`src/rtl/matrix_op_sequencer.sv`:
```
// Sequences one matrix operation: metadata snapshot, operand validation, load, ALU run with timeout.
// Optional result/error statistics counters are enabled with `define MATRIX_SEQ_STATS_EN.
module matrix_op_sequencer #(
  parameter int TIMEOUT_CYCLES = 1000,
  parameter int MAX_MATRICES   = 10
) (
  input  logic                      clk,
  input  logic                      rst,
  input  logic                      cmd_valid,
  output logic                      cmd_ready,
  input  logic [1:0]                cmd_op,
  input  logic [3:0]                cmd_a_id,
  input  logic [3:0]                cmd_b_id,
  output logic                      req_list_info,
  input  logic [3*MAX_MATRICES-1:0] list_m_flat,
  input  logic [3*MAX_MATRICES-1:0] list_n_flat,
  input  logic [MAX_MATRICES-1:0]   list_valid_flat,
  output logic                      load_operands,
  output logic [3:0]                operand_a_id,
  output logic [3:0]                operand_b_id,
  output logic                      alu_start,
  output logic [1:0]                alu_op,
  input  logic                      alu_done,
  output logic                      op_done,
  output logic [2:0]                res_m,
  output logic [2:0]                res_n,
  output logic                      busy,
  output logic                      err,
  output logic [1:0]                err_code
`ifdef MATRIX_SEQ_STATS_EN
  ,
  output logic [7:0]                ops_ok_cnt,
  output logic [7:0]                ops_err_cnt
`endif
);

  localparam int CW = (TIMEOUT_CYCLES > 2) ? $clog2(TIMEOUT_CYCLES) : 1;
  localparam logic [CW-1:0] TO_LAST = CW'(TIMEOUT_CYCLES - 1);

  localparam logic [1:0] OP_TRANSPOSE = 2'd0;
  localparam logic [1:0] OP_ADD       = 2'd1;
  localparam logic [1:0] OP_MUL       = 2'd2;
  localparam logic [1:0] OP_RSVD      = 2'd3;

  localparam logic [1:0] ERR_BAD_OP   = 2'd0;
  localparam logic [1:0] ERR_BAD_OPND = 2'd1;
  localparam logic [1:0] ERR_DIM      = 2'd2;
  localparam logic [1:0] ERR_TIMEOUT  = 2'd3;

  typedef enum logic [3:0] {
    S_IDLE   = 4'd0,
    S_LIST   = 4'd1,
    S_LWAIT  = 4'd2,
    S_CHECK  = 4'd3,
    S_LOAD   = 4'd4,
    S_LWAIT2 = 4'd5,
    S_START  = 4'd6,
    S_RUN    = 4'd7,
    S_DONE   = 4'd8,
    S_ERROR  = 4'd9
  } state_t;

  typedef struct packed {
    logic       valid;
    logic [2:0] m;
    logic [2:0] n;
  } slot_t;

  // Ids at or beyond MAX_MATRICES match no slot and come back invalid.
  function automatic slot_t slot_lookup(
    input logic [3:0]                id,
    input logic [3*MAX_MATRICES-1:0] mf,
    input logic [3*MAX_MATRICES-1:0] nf,
    input logic [MAX_MATRICES-1:0]   vf
  );
    slot_t s;
    s = '0;
    for (int i = 0; i < MAX_MATRICES; i++) begin
      if (id == 4'(i)) begin
        s.valid = vf[i];
        s.m     = mf[3*i +: 3];
        s.n     = nf[3*i +: 3];
      end
    end
    return s;
  endfunction

  state_t         state_q, state_d;
  logic [CW-1:0]  cnt_q, cnt_d;
  logic [1:0]     op_q, op_d;
  logic [3:0]     a_id_q, a_id_d, b_id_q, b_id_d;
  logic [2:0]     res_m_q, res_m_d, res_n_q, res_n_d;
  logic [1:0]     err_code_q, err_code_d;
  logic           cmd_ready_q, cmd_ready_d, busy_q, busy_d;
  logic           req_list_q, req_list_d, load_q, load_d, start_q, start_d;
  logic           done_q, done_d, err_q, err_d;
  logic           accept_s, a_ok_s, b_ok_s, chk_fail_s;
  logic [1:0]     chk_code_s;
  logic [2:0]     chk_m_s, chk_n_s;
  slot_t          slot_a_s, slot_b_s;

  assign accept_s = cmd_valid && cmd_ready_q;
  assign slot_a_s = slot_lookup(a_id_q, list_m_flat, list_n_flat, list_valid_flat);
  assign slot_b_s = slot_lookup(b_id_q, list_m_flat, list_n_flat, list_valid_flat);
  assign a_ok_s   = (int'(a_id_q) < MAX_MATRICES) && slot_a_s.valid;
  assign b_ok_s   = (int'(b_id_q) < MAX_MATRICES) && slot_b_s.valid;

  // Operand validation and result-dimension computation, priority ordered.
  always_comb begin
    chk_fail_s = 1'b0;
    chk_code_s = ERR_BAD_OP;
    chk_m_s    = 3'd0;
    chk_n_s    = 3'd0;
    if (op_q == OP_RSVD) begin
      chk_fail_s = 1'b1;
      chk_code_s = ERR_BAD_OP;
    end else if (!a_ok_s) begin
      chk_fail_s = 1'b1;
      chk_code_s = ERR_BAD_OPND;
    end else if ((op_q != OP_TRANSPOSE) && !b_ok_s) begin
      chk_fail_s = 1'b1;
      chk_code_s = ERR_BAD_OPND;
    end else begin
      case (op_q)
        OP_ADD: begin
          if ((slot_a_s.m == slot_b_s.m) && (slot_a_s.n == slot_b_s.n)) begin
            chk_m_s = slot_a_s.m;
            chk_n_s = slot_a_s.n;
          end else begin
            chk_fail_s = 1'b1;
            chk_code_s = ERR_DIM;
          end
        end
        OP_MUL: begin
          if (slot_a_s.n == slot_b_s.m) begin
            chk_m_s = slot_a_s.m;
            chk_n_s = slot_b_s.n;
          end else begin
            chk_fail_s = 1'b1;
            chk_code_s = ERR_DIM;
          end
        end
        OP_TRANSPOSE: begin
          chk_m_s = slot_a_s.n;
          chk_n_s = slot_a_s.m;
        end
        default: begin
          chk_fail_s = 1'b1;
          chk_code_s = ERR_BAD_OP;
        end
      endcase
    end
  end

  // Run-phase cycle counter; cleared on ALU start.
  always_comb begin
    if (state_q == S_START) begin
      cnt_d = '0;
    end else if (state_q == S_RUN) begin
      cnt_d = cnt_q + CW'(1);
    end else begin
      cnt_d = cnt_q;
    end
  end

  // State register.
  always_ff @(posedge clk) begin
    if (rst) begin
      state_q <= S_IDLE;
    end else begin
      state_q <= state_d;
    end
  end

  // Next-state logic; a done strobe in the final RUN cycle beats the timeout.
  always_comb begin
    state_d = state_q;
    case (state_q)
      S_IDLE:   state_d = accept_s ? S_LIST : S_IDLE;
      S_LIST:   state_d = S_LWAIT;
      S_LWAIT:  state_d = S_CHECK;
      S_CHECK:  state_d = chk_fail_s ? S_ERROR : S_LOAD;
      S_LOAD:   state_d = S_LWAIT2;
      S_LWAIT2: state_d = S_START;
      S_START:  state_d = S_RUN;
      S_RUN: begin
        if (alu_done) begin
          state_d = S_DONE;
        end else if (cnt_d == TO_LAST) begin
          state_d = S_ERROR;
        end else begin
          state_d = S_RUN;
        end
      end
      S_DONE:   state_d = S_IDLE;
      S_ERROR:  state_d = S_IDLE;
      default:  state_d = S_IDLE;
    endcase
  end

  // Output next-values: strobes follow the state being entered so they line up with it.
  always_comb begin
    cmd_ready_d = (state_d == S_IDLE);
    busy_d      = (state_d != S_IDLE);
    req_list_d  = (state_d == S_LIST);
    load_d      = (state_d == S_LOAD);
    start_d     = (state_d == S_START);
    done_d      = (state_d == S_DONE);
    err_d       = (state_d == S_ERROR);
    if (accept_s) begin
      op_d   = cmd_op;
      a_id_d = cmd_a_id;
      b_id_d = cmd_b_id;
    end else begin
      op_d   = op_q;
      a_id_d = a_id_q;
      b_id_d = b_id_q;
    end
    if (accept_s) begin
      err_code_d = ERR_BAD_OP;
    end else if (state_d == S_ERROR) begin
      err_code_d = (state_q == S_RUN) ? ERR_TIMEOUT : chk_code_s;
    end else begin
      err_code_d = err_code_q;
    end
    if ((state_q == S_CHECK) && !chk_fail_s) begin
      res_m_d = chk_m_s;
      res_n_d = chk_n_s;
    end else begin
      res_m_d = res_m_q;
      res_n_d = res_n_q;
    end
  end

  // Output and datapath registers.
  always_ff @(posedge clk) begin
    if (rst) begin
      cnt_q       <= '0;
      op_q        <= 2'd0;
      a_id_q      <= 4'd0;
      b_id_q      <= 4'd0;
      res_m_q     <= 3'd0;
      res_n_q     <= 3'd0;
      err_code_q  <= 2'd0;
      cmd_ready_q <= 1'b1;
      busy_q      <= 1'b0;
      req_list_q  <= 1'b0;
      load_q      <= 1'b0;
      start_q     <= 1'b0;
      done_q      <= 1'b0;
      err_q       <= 1'b0;
    end else begin
      cnt_q       <= cnt_d;
      op_q        <= op_d;
      a_id_q      <= a_id_d;
      b_id_q      <= b_id_d;
      res_m_q     <= res_m_d;
      res_n_q     <= res_n_d;
      err_code_q  <= err_code_d;
      cmd_ready_q <= cmd_ready_d;
      busy_q      <= busy_d;
      req_list_q  <= req_list_d;
      load_q      <= load_d;
      start_q     <= start_d;
      done_q      <= done_d;
      err_q       <= err_d;
    end
  end

  assign cmd_ready     = cmd_ready_q;
  assign busy          = busy_q;
  assign req_list_info = req_list_q;
  assign load_operands = load_q;
  assign alu_start     = start_q;
  assign op_done       = done_q;
  assign err           = err_q;
  assign err_code      = err_code_q;
  assign alu_op        = op_q;
  assign operand_a_id  = a_id_q;
  assign operand_b_id  = b_id_q;
  assign res_m         = res_m_q;
  assign res_n         = res_n_q;

`ifdef MATRIX_SEQ_STATS_EN
  logic [7:0] ok_cnt_q, err_cnt_q;

  // Saturating outcome counters, stepped alongside the op_done / err strobes.
  always_ff @(posedge clk) begin
    if (rst) begin
      ok_cnt_q  <= 8'd0;
      err_cnt_q <= 8'd0;
    end else begin
      if ((state_d == S_DONE) && (ok_cnt_q != 8'hFF)) begin
        ok_cnt_q <= ok_cnt_q + 8'd1;
      end
      if ((state_d == S_ERROR) && (err_cnt_q != 8'hFF)) begin
        err_cnt_q <= err_cnt_q + 8'd1;
      end
    end
  end

  assign ops_ok_cnt  = ok_cnt_q;
  assign ops_err_cnt = err_cnt_q;
`endif

endmodule
```
`config.mk`:
```
export PLATFORM = sky130hd
export DESIGN_NAME = matrix_op_sequencer
export DESIGN_NICKNAME = d
export VERILOG_FILES = /design/src/rtl/matrix_op_sequencer.sv
export SDC_FILE = /design/constraint.sdc
export NUM_CORES = 1
export LEC_CHECK = 0
export CAP_MARGIN = 25
export CORE_ASPECT_RATIO = 0.6
export CORE_MARGIN = 2
export CORE_UTILIZATION = 59
export DETAILED_ROUTE_END_ITERATION = 7
export DONT_BUFFER_PORTS = 1
export GPL_TIMING_DRIVEN = 0
export HOLD_SLACK_MARGIN = 0.03
export PLACE_DENSITY_LB_ADDON = 0.2
export SLEW_MARGIN = 15
export SYNTH_ARGS = -nofsm -noshare
export SYNTH_HDL_FRONTEND = slang
export SYNTH_SLANG_ARGS = --single-unit
```
`constraint.sdc`:
```
create_clock -name clk -period 3.8 [get_ports clk]
set_clock_uncertainty 0.2 [all_clocks]
set_input_delay 0.76 -clock clk [delete_from_list [all_inputs] [get_ports clk]]
set_output_delay 0.76 -clock clk [all_outputs]
set_load 0.01 [all_outputs]
```
==> metrics.txt, run 1 <==
Sw Pwr=approximately 0.00050 W; drt drc=0; area of the multi-input gates=~2700 um2; end point of the worst hold path=res_n[0]$_SDFFE_PP0P_; post-DR vias/cell=7.08; Reg2Reg Setup Slack=0.27 ns; initial antenna violation count=0; Peak VDD IR=about 0.19 mV; Syn Nets=about 570; worst-path fanout max=10; Final Max Slew Viols=0; Seq cells post-synth=39; vias in the first global route=around 3700; Max Buffers Root-to-Sink=2; Clk pin slew, worst setup/hold paths=around 0.080 ns; CTS root buf=clkbuf_8; worst-margin pin slew=between 0.6 and 0.7 ns; Flop pwr share=between 30% and 40%; status=finished, final reports clean; Placer Congestion=between 1 and 1.5; Fin Hold WS=approximately 0.33 ns; filler cell count=566; total number of vias=4076; HPWL reported at the end of detailed placement=about 10 mm; Die H=around 66 um; gr usage total=about 37%; Boundary Pins=roughly 110; share of cells above drive strength 1=12.8%; # diodes=0; WP data arrival=around 3.5 ns; synth unique cells=between 80 and 90; PortBufs=0; ys flop type=dfxtp_1; post-route ant nets=0; Area Growth Syn to Fin=4.88%; drt first pass iters=6; Layout Cells excl Fill=576; clock power share=a little over a fifth; CTS sink count=39; Final min period=approximately 3.5 ns; sequential area share after synthesis=~20%; RSZ-0062 raised after global routing=false; cts hold-fix bufs=0; Req. time, crit path=approximately 3.8 ns; syn_area_per_cell=7.89 um2; WL per Instance=~23 um; GRT overflow=0; placed insts=roughly 570; Sw Share=between 30% and 40%; Register Area=around 780 um2; Overall Power=roughly 0.0013 W; CP startpoint=operand_a_id[2]$_SDFFE_PP0P_; initial DRC count=409; hold path start=res_n[0]$_SDFFE_PP0P_; CTS tree=done; EDFF count, synth=0; WS Path Type=flop to flop; Worst slew margin=~55%; r2r endpoint=err_code[0]$_SDFFE_PP0N_; Hold Path Cell Cnt=2; setup tns final=0 ns; top-area cell type share of the netlist area=approximately a fifth; internal power=around 0.00077 W; Final setup viols=0; Comb power frac=between 40% and 50%; Final Hold Vio Count=0; std cell rows=22; CTS Buf Count=5; post-synth top area cell=dfxtp_1; Clock Latency Late Sink=~0.29 ns; worst flop-to-flop path startpoint=operand_a_id[2]$_SDFFE_PP0P_; post-synthesis async set-or-reset flop share=0%; Area contributors post-synth=dfxtp_1 20%, mux2i_1 6.6%, nand2_1 6.0%, a21oi_1 5.8%, nor2_1 3.7%; Core Area=roughly 6200 um2; crit path launch type=flop; min-delay worst type=flop to flop; die area=~7200 um2; fmax=roughly 280 MHz; P_leak=roughly 1.4 nW; Post-Route WL=between 10 and 15 mm; Post-CTS Setup Bufs=0; Cell Area, Synth=approximately 3800 um2; Max-Cap Viols=0; Die X-Extent=108 um; first-pass GRT wire length=20.1 mm; # nets final=between 500 and 600; number of gates resized after cts=0; Yosys warning total=0; largest net degree at the start of global routing=12; PD cells=316 nW/um2; R2R depth=10; fin crit share=93.0%; Crit. End Element=flop; H-Tree Depth=2; Starting Density=61.7%; post-synthesis cell count=between 400 and 500
-- cells in the final DEF (no fill, tap or decap), types with 3 or more instances in the layout --
master    synthesis  final
o211a_1           4      4
mux4_2            4      4
o22ai_1           7      7
and2_1            5      5
inv_1            17     17
o31ai_1           3      3
buf_6             6      6
o211ai_1          5      5
nor2_1           38     38
nand2_1          61     61
mux2_2            3      3
nand3_1           6      6
a311oi_1          5      5
nor2b_1           5      5
nor3_1           11     11
nand2b_1         11     11
and3b_1           3      3
buf_2             9      9
clkbuf_8          0      5
buf_4             7      7
nand4b_1          7      7
o21ai_1           6      6
a21oi_1          44     44
o21ai_0          20     20
xnor2_1           8      8
mux2i_1          25     25
a31oi_1           5      5
nand4_1           3      3
nor3b_1           3      3
clkbuf_1          6      8
xor2_1            7      7
a22oi_1           4      4
o21a_1            5      5
a21o_1            5      5
dfxtp_1          39     39
ha_1              6      6
nand3b_1          7      7
o311ai_1          4      4
a222oi_1          3      3
-- worst max-delay path, cell delays in order (launching register included) --
cell and delay, ns:
dfxtp_1 0.35, buf_2 0.19, buf_2 0.23, nor2_1 0.56, a311oi_1 0.20, o22ai_1 0.46
xor2_1 0.16, or3_4 0.44, a2bb2oi_4 0.21, nand2_2 0.11, o311a_1 0.34
-- registers in the layout, indices dropped and copies added (netlist names), 2 cells and up --
name / cells
res_n: 3
alu_op: 2
operand_a_id: 4
res_m: 3
state_q: 4
operand_b_id: 4
cnt_q: 10
err_code: 2
-- power groups by stage --
stage	clock network, W	registers (W)	logic, W
finish	0.000277	0.000457	0.000531
global route	0.000295	0.000459	0.000564
CTS	0.000282	0.000456	0.000511
detailed placement	0	0.000466	0.000509
global placement	0	0.000465	0.000500
floorplan	0	0.000458	0.000397
-- cell type report --
| cell class | count | share of cell area [%] |
|---|---|---|
| multi-input combinational | 397 | 68.5 |
| sequential | 39 | 19.5 |
| buffer | 30 | 5.68 |
| tap | 84 | 2.62 |
| clock buffer | 7 | 1.91 |
| inverter | 18 | 1.69 |
| clock inverter | 1 | 0.125 |
-- worst max-delay path by stage --
stage                                           to  slack, ns  depth (start not counted)
after detailed placement  err_code[0]$_SDFFE_PP0N_       0.42                         10
after global routing         res_n[0]$_SDFFE_PP0P_       0.17                         10
after global placement    err_code[0]$_SDFFE_PP0N_       0.43                         10
after CTS                 err_code[0]$_SDFFE_PP0N_       0.39                         10
final                     err_code[0]$_SDFFE_PP0N_       0.27                         10
after floorplan           err_code[0]$_SDFFE_PP0N_       0.81                          8
-- logic make-up after synthesis --
logic type,count (synthesis),share of synthesized area [%]
AND/OR/NAND/NOR,183,25.4
AO/OA/AOI/OAI,157,29.5
buffers and inverters,48,7.73
flip-flops,39,20.4
multiplexers,35,11.1
XOR/XNOR,16,3.87
adder cells (fa/ha/maj),6,1.97
-- synth_stat cells (3+ instances only) --
cell type	instances
a22oi_1	4
o211a_1	4
nand4_1	3
clkbuf_1	6
o22ai_1	7
inv_1	17
mux2_2	3
buf_2	9
ha_1	6
nor2_1	38
and3b_1	3
buf_4	7
mux4_2	4
nand4b_1	7
o21ai_0	20
mux2i_1	25
nand2_1	61
xnor2_1	8
a311oi_1	5
o21a_1	5
nor3b_1	3
buf_6	6
a21o_1	5
o31ai_1	3
a222oi_1	3
nor2b_1	5
o21ai_1	6
dfxtp_1	39
xor2_1	7
nand2b_1	11
nand3b_1	7
nor3_1	11
and2_1	5
nand3_1	6
a31oi_1	5
o311ai_1	4
a21oi_1	44
o211ai_1	5
-- layer usage --
| layer | GRT usage (%) | up-vias | wire, um |
|---|---|---|---|
| met5 | 0 | - | 0 |
| met3 | 12.2 | 29 | 2120 |
| met4 | 7.37 | 0 | 186 |
| met1 | 55.4 | 1920 | 5740 |
| li1 | - | 1816 | - |
| met2 | 49.6 | 311 | 4940 |
-- metrics by stage --
stage,setup WS (ns),util [%],instance area [um2]
5_1_grt,0.171,64.7,4010
2_1_floorplan,0.812,-,3820
4_1_cts,0.392,64.7,4010
6_report,0.265,64.7,4010
3_3_place_gp,0.427,63.4,3930
3_5_place_dp,0.419,63.4,3930
(Power assumes the default switching activity.)
==> inputs of run 2 (changes only) <==
--- a/config.mk
+++ b/config.mk
@@ -6,7 +6,6 @@
 export NUM_CORES = 1
 export LEC_CHECK = 0
 export CAP_MARGIN = 25
-export CORE_ASPECT_RATIO = 0.6
 export CORE_MARGIN = 2
 export CORE_UTILIZATION = 59
 export DETAILED_ROUTE_END_ITERATION = 7
==> metrics.txt, run 2 (synthesized netlist as in run 1, its figures left out) <==
status=finished, final reports clean; initial antenna violation count=0; Final Max Slew Viols=0; CP delay by family, top=compound AO/OA/AOI/OAI gates; register bank with the most flops=cnt_q; GRT overflow=0; Max Buffers Root-to-Sink=2; CTS sink count=39; gr usage total=between 30% and 40%; CTS Buf Count=5; die area=about 7100 um2; Max-Cap Viols=0; Core Area=6310 um2; PD cells=333 nW/um2; drt first pass iters=5; Place WS=approximately 0.45 ns; commonest non-fill, non-tap cells in the layout=61 x nand2_1, 44 x a21oi_1, 39 x dfxtp_1; total number of vias=~4000; WL per Instance=about 22 um; most common cell after layout, fill and taps aside=nand2_1; post-route ant nets=0; Slowest-stage cell, CP=nor3b_1; Worst slew margin=about 53%; fmax=approximately 280 MHz; setup tns final=0 ns; WP depth=10; Post-Route WL=between 10 and 15 mm; Final setup viols=0; Crit. End Element=flop; H-Tree Depth=2; worst-margin pin slew=0.707 ns; HPWL reported at the end of detailed placement=around 9.4 mm; min-delay worst type=flop to flop; Final min period=between 3 and 4 ns; Die H=between 80 and 90 um; drt drc=0; Boundary Pins=109; PortBufs=0; initial DRC count=between 400 and 500; worst-path fanout max=10; Placer Congestion=slightly above 1; first-pass GRT wire length=19.7 mm; number of gates resized after cts=0; WP data arrival=3.54 ns; crit path launch type=flop; CTS root buf=clkbuf_8; Area Growth Syn to Fin=5.60%; P_leak=roughly 1.4 nW; Peak VDD IR=approximately 0.25 mV; Die X-Extent=~84 um; cts hold-fix bufs=0; Hold Path Cell Cnt=2; vias in the first global route=between 3000 and 4000; # diodes=0; # nets final=581; fin crit share=94.3%; Clock Latency Late Sink=between 0.2 and 0.3 ns; worst path cell trace=buf_2, nor3b_1, o21a_1, nor2_1, o21ai_1, nor2_1, o311ai_2, nor3_1, a222oi_1, o21ai_1; Starting Density=60.5%; Post-CTS Setup Bufs=0; Final Hold Vio Count=0; std cell rows=29; WP buf/inv=1; share of cells above drive strength 1=a little over an eighth; Clk pin slew, worst setup/hold paths=0.08 ns; WS Path Type=flop to flop; R2R depth=10; RSZ-0062 raised after global routing=false; worst setup margin=between 0.2 and 0.25 ns; Largest register FFs=10; largest net degree at the start of global routing=13; Req. time, crit path=~3.8 ns; post-DR vias/cell=roughly 7; CP peak stage delay=between 0.6 and 0.7 ns; CTS tree=done
[run 2: cell types whose count changed in the layout (fill, tap and decap cells not counted)]
cell / change
clkbuf_1: -2
clkbuf_8: +1
bufinv_16: +1
[run 2: routing by layer]
layer	wire (um)	global-route usage (%)	up-vias
li1	-	-	1823
met2	5460	52.7	289
met1	5170	46.8	1854
met4	459	11.8	0
met3	1470	10.1	49
met5	0	0	-
[run 2: final timing paths]
kind | start | slack, ns | to
worst max-delay path | operand_a_id[2]$_SDFFE_PP0P_ | 0.22 | res_n[0]$_SDFFE_PP0P_
worst max register to register | operand_a_id[2]$_SDFFE_PP0P_ | 0.22 | res_n[0]$_SDFFE_PP0P_
worst min-delay path | res_n[1]$_SDFFE_PP0P_ | 0.32 | res_n[1]$_SDFFE_PP0P_
worst min register to register | res_n[1]$_SDFFE_PP0P_ | 0.32 | res_n[1]$_SDFFE_PP0P_
[run 2: where the power goes]
group          switching (W)  leakage (nW)  internal, W
clock network       0.000150        0.0612     0.000213
registers          0.0000288         0.317     0.000427
logic               0.000315          1.07     0.000210
[run 2: stage by stage]
stage | cell area (um2) | hold slack, ns | utilization, % | std cells | total power [W]
6_report | 4030 | 0.325 | 63.9 | 569 | 0.00134
5_1_grt | 4030 | 0.359 | 63.9 | 569 | 0.00141
4_1_cts | 4030 | 0.334 | 63.9 | 569 | 0.00134
3_5_place_dp | 3920 | 0.322 | 62.0 | 561 | 0.000969
3_3_place_gp | 3920 | 0.310 | 62.0 | 561 | 0.000959
2_1_floorplan | 3820 | 0.292 | - | 484 | 0.000855
[run 2: final cells by class]
| type | instances | area (um2) |
|---|---|---|
| buffer | 30 | 228 |
| clock buffer | 6 | 82.6 |
| clock inverter | 2 | 35.0 |
| fill | 564 | 2280 |
| inverter | 18 | 67.6 |
| multi-input combinational | 397 | 2740 |
| sequential | 39 | 781 |
| tap | 77 | 96.3 |
[run 2: worst min-delay path: stages (launching register included)]
cell	delay (ns)
dfxtp_1	0.35
o311ai_1	0.08
o21ai_1	0.06
